--- src/rtl/fibonacci_seq_gen.sv ---
// Additive-sequence generator: t[n]=t[n-1]+t[n-2] from two loaded seeds, streamed
// over a valid/ready port with wrap or saturate overflow handling.
module fibonacci_seq_gen #(
  parameter int WIDTH    = 16,
  parameter int IDX_W    = 8,
  parameter bit SAT_MODE = 1'b0
) (
  input  logic             clk,
  input  logic             rst,
  input  logic             start,
  input  logic [WIDTH-1:0] seed0,
  input  logic [WIDTH-1:0] seed1,
  input  logic [IDX_W-1:0] count,
  input  logic             s_ready,
  output logic             s_valid,
  output logic [WIDTH-1:0] s,
  output logic [IDX_W-1:0] s_idx,
  output logic             s_last,
  output logic             s_ovf,
  output logic             ovf,
  output logic             busy,
  output logic             done
);

  typedef enum logic [1:0] {IDLE, RUN, FIN} state_t;

  state_t           state;
  logic [WIDTH-1:0] b;
  logic             b_ovf;
  logic [IDX_W-1:0] cnt;
  logic [WIDTH:0]   sum;
  logic [WIDTH-1:0] b_nxt;
  logic [IDX_W-1:0] idx_nxt;
  logic [IDX_W-1:0] cnt_m1;

  // s doubles as the older term register; b holds the next term to be emitted.
  assign sum     = {1'b0, s} + {1'b0, b};
  assign b_nxt   = (SAT_MODE && sum[WIDTH]) ? {WIDTH{1'b1}} : sum[WIDTH-1:0];
  assign idx_nxt = s_idx + IDX_W'(1);
  assign cnt_m1  = cnt - IDX_W'(1);

  always_ff @(posedge clk or negedge rst) begin
    if (!rst) begin
      state   <= IDLE;
      s       <= '0;
      b       <= '0;
      b_ovf   <= 1'b0;
      cnt     <= '0;
      s_idx   <= '0;
      s_valid <= 1'b0;
      s_last  <= 1'b0;
      s_ovf   <= 1'b0;
      ovf     <= 1'b0;
      busy    <= 1'b0;
      done    <= 1'b0;
    end else begin
      done <= 1'b0;
      case (state)
        IDLE: begin
          if (start) begin
            ovf    <= 1'b0;
            s_ovf  <= 1'b0;
            b_ovf  <= 1'b0;
            s_idx  <= '0;
            s_last <= 1'b0;
            busy   <= 1'b1;
            if (count != '0) begin
              s       <= seed0;
              b       <= seed1;
              cnt     <= count;
              s_last  <= (count == IDX_W'(1));
              s_valid <= 1'b1;
              state   <= RUN;
            end else begin
              done  <= 1'b1;
              state <= FIN;
            end
          end
        end
        RUN: begin
          if (s_ready) begin
            ovf <= ovf | s_ovf;
            if (s_last) begin
              s_valid <= 1'b0;
              s_last  <= 1'b0;
              done    <= 1'b1;
              state   <= FIN;
            end else begin
              s      <= b;
              s_ovf  <= b_ovf;
              b      <= b_nxt;
              // Overflow taints every later term, not just the one that carried.
              b_ovf  <= sum[WIDTH] | s_ovf | b_ovf;
              s_idx  <= idx_nxt;
              s_last <= (idx_nxt == cnt_m1);
            end
          end
        end
        FIN: begin
          busy  <= 1'b0;
          state <= IDLE;
        end
        default: state <= IDLE;
      endcase
    end
  end

endmodule
--- config.mk ---
export PLATFORM = sky130hd
export DESIGN_NAME = fibonacci_seq_gen
export DESIGN_NICKNAME = d
export VERILOG_FILES = /design/src/rtl/fibonacci_seq_gen.sv
export SDC_FILE = /design/constraint.sdc
export NUM_CORES = 1
export LEC_CHECK = 0
export CORE_AREA = 2 2 106 108
export CTS_CLUSTER_DIAMETER = 80
export CTS_CLUSTER_SIZE = 24
export DETAILED_ROUTE_END_ITERATION = 6
export DIE_AREA = 0 0 108 110
export DONT_BUFFER_PORTS = 1
export SLEW_MARGIN = 20
export SYNTH_ARGS = -nofsm -noshare
export SYNTH_HDL_FRONTEND = slang
export SYNTH_SLANG_ARGS = --single-unit
export TNS_END_PERCENT = 1
--- constraint.sdc ---
create_clock -name clk -period 3 [get_ports clk]
set_clock_uncertainty 0.2 [all_clocks]
set_input_delay 0.3 -clock clk [delete_from_list [all_inputs] [get_ports clk]]
set_output_delay 0.3 -clock clk [all_outputs]
set_load 0.03 [all_outputs]
==> results.ini <==
[routing]
wire_per_inst_um = 16.06
dr.first_iter.drc_count = 151
route.detailed.drc = 0
drt_pass1_iterations = 4
dr_total_vias = 3111
ant_nets = 0
wl_um = 9731
viasPerCell = 5.134

[power]
p_int_mw = 3.126
pwr-share-clk = 0.131
power_frac_comb = 0.578
leakage_nw = 1.884
finalPower_mw = 6.059
powerDensity_nw_per_um2 = 1392
swShare = 0.4841
p_seq_frac = 0.291
ir_drop_v = 0.0003921
switching_power_mw = 2.933

[clock_tree]
clock_sinks = 57
holdBufCountCts = 40
clockBufferDepth = 2
cts.clk_slew.worst_paths_ps = 70
clk_latency_ps = 360
numCtsBuffers = 9
post_cts_buffers = 0
cts_tree = yes
post_cts_resized = 0
clock-root-buffer = clkbuf_8
cts.htree.levels = 3

[worst_setup_path]
worstSetupPathType = reg -> reg
start_kind = register
cp-end-kind = register
worstPathRequired_ps = 3090
worst-path-max-fanout = 3
crit_arrival_ps = 2590

[timing]
maxSlewViolCount = 0
layout_setup_ws_ps = 495.2
fin_hold_ws_ps = 14.09
period_needed_ps = 2505
fin_tns_setup_ps = 0
setup_viol = 0
fmax_ghz = 0.3992
finalCritPeriodShare = 0.8349
max-slew-margin-rel = 0.3643
worst_pin_slew_ps = 953.6
grt_setup_unrepaired = false
finalHoldViolations = 0

[placed_design]
dpl.hpwl_um = 6647
placed_area_um2 = 3726
port_buffers = 0
post-place-ws_ps = 518.0
gp_congestion = 0.9028
dp_cells = 551

[floorplanning]
io_pins = 74
coreArea_um2 = 10700
std_cell_rows = 38
die-area_um2 = 11880
fp.dieH_um = 110
die_x_um = 108
start_util = 0.3324

[final_layout]
fin_area_um2 = 4354
fillCellCount = 1080
area_growth_pct = 22.45
postLayoutCoreUtil = 0.4070
layout_commonest_cell = nand2_1
layout_common_cells = nand2_1 (93), dfrtp_1 (57), nor2_1 (41), dlygate4sd3_1 (39), a21oi_1 (25)
antenna_cells = 0
fin_cells = 606
drive_above_1_share = 0.08155
nets = 525

[yosys]
syn-num-nets = 483
ys_seq_elements = 57
synthCells = 420
syn_area_um2 = 3556
synth_ff_type = dfrtp_1
yosysSeqAreaShare = 0.4011
async_flop_share = 1.000
yosys_warnings = 0
avgSynthCellArea_um2 = 8.466
synth_cell_types = 55
synth-edff-count = 0

[grt]
grt_max_degree = 58
gr-total-overflow = 0
grt_pass1_vias = 3119
grt_pass1_wl_um = 15770
antenna_found_initial = 0
grt.total_usage = 0.1738

[run_status]
status = complete, no violations

[min_path]
min_path_type = in -> reg

[flow_run]
maxCapViolCount = 0

==> kinds of logic (layout without fill, tap and decap cells) <==
kind of cell,after synthesis,count (layout),share of synthesized area
buffers and inverters,26,72,0.03413
AO/OA/AOI/OAI,108,108,0.1886
XOR/XNOR,30,30,0.07389
AND/OR/NAND/NOR,178,178,0.2277
adder cells (fa/ha/maj),19,19,0.06897
flip-flops,57,57,0.4011
multiplexers,2,2,0.005630
==> state kept, by name, indices dropped and copies added (netlist names) <==
signal   count
b_ovf        1
state        2
s_last       1
cnt          8
done         1
b           16
ovf          1
busy         1
s_ovf        1
s_idx        8
s_valid      1
s           16
==> power by group through the flow <==
stage	registers (mW)	clock network [mW]	logic (mW)
2_1_floorplan	1.69	0	2.75
4_1_cts	1.76	0.806	3.48
3_5_place_dp	1.77	0	3.40
5_1_grt	1.81	0.839	3.95
3_3_place_gp	1.77	0	3.31
6_report	1.76	0.795	3.50
==> synthesized netlist by cell type, types with 8 or more instances <==
library cell | n | area [um^2]
a21oi_1 | 25 | 125.1
a31oi_1 | 24 | 150.1
clkbuf_1 | 8 | 30.03
dfrtp_1 | 57 | 1426
ha_1 | 18 | 225.2
nand2_1 | 93 | 349.1
nor2_1 | 41 | 153.9
o21ai_0 | 21 | 105.1
xnor2_1 | 23 | 201.4
==> layer usage <==
| metal | wire length [um] | part of all wire | global-route usage |
|---|---|---|---|
| met5 | 0 | 0 | 0 |
| met2 | 4502 | 0.46 | 0.2718 |
| met3 | 637 | 0.065 | 0.03762 |
| met1 | 4355 | 0.45 | 0.2251 |
| met4 | 236 | 0.024 | 0.09432 |
==> final timing paths <==
kind | slack [ps] | from | depth (start not counted) | end
worst min-delay path | 10 | seed1[13] | 2 | b[13]
worst min register to register | 300 | cnt[7] | 2 | cnt[7]
worst max register to register | 500 | b[0] | 10 | b_ovf
worst max-delay path | 500 | b[0] | 10 | b_ovf
min in group asynchronous | 290 | rst | 2 | s_valid
max in group asynchronous | 2070 | rst | 2 | b[8]
==> layout make-up <==
type	instances	area, um^2	area share
inverters	7	26.28	0.006034
flip-flops and latches	57	1426	0.3276
well taps	140	175.2	0.04023
clock buffers	12	145.1	0.03333
clock inverters	3	65.06	0.01494
repair buffers	50	505.5	0.1161
multi-input cells	337	2011	0.4618
==> worst max-delay path: stages (launching register included) <==
cell and delay (ps):
dfrtp_1 380, ha_1 180, inv_1 50, fa_1 360
and2b_1 250, o2111a_1 280, o21ai_2 100, a31oi_1 220
and2_1 170, o21ai_0 90, a21oi_1 150
(Power assumes the default switching activity.)
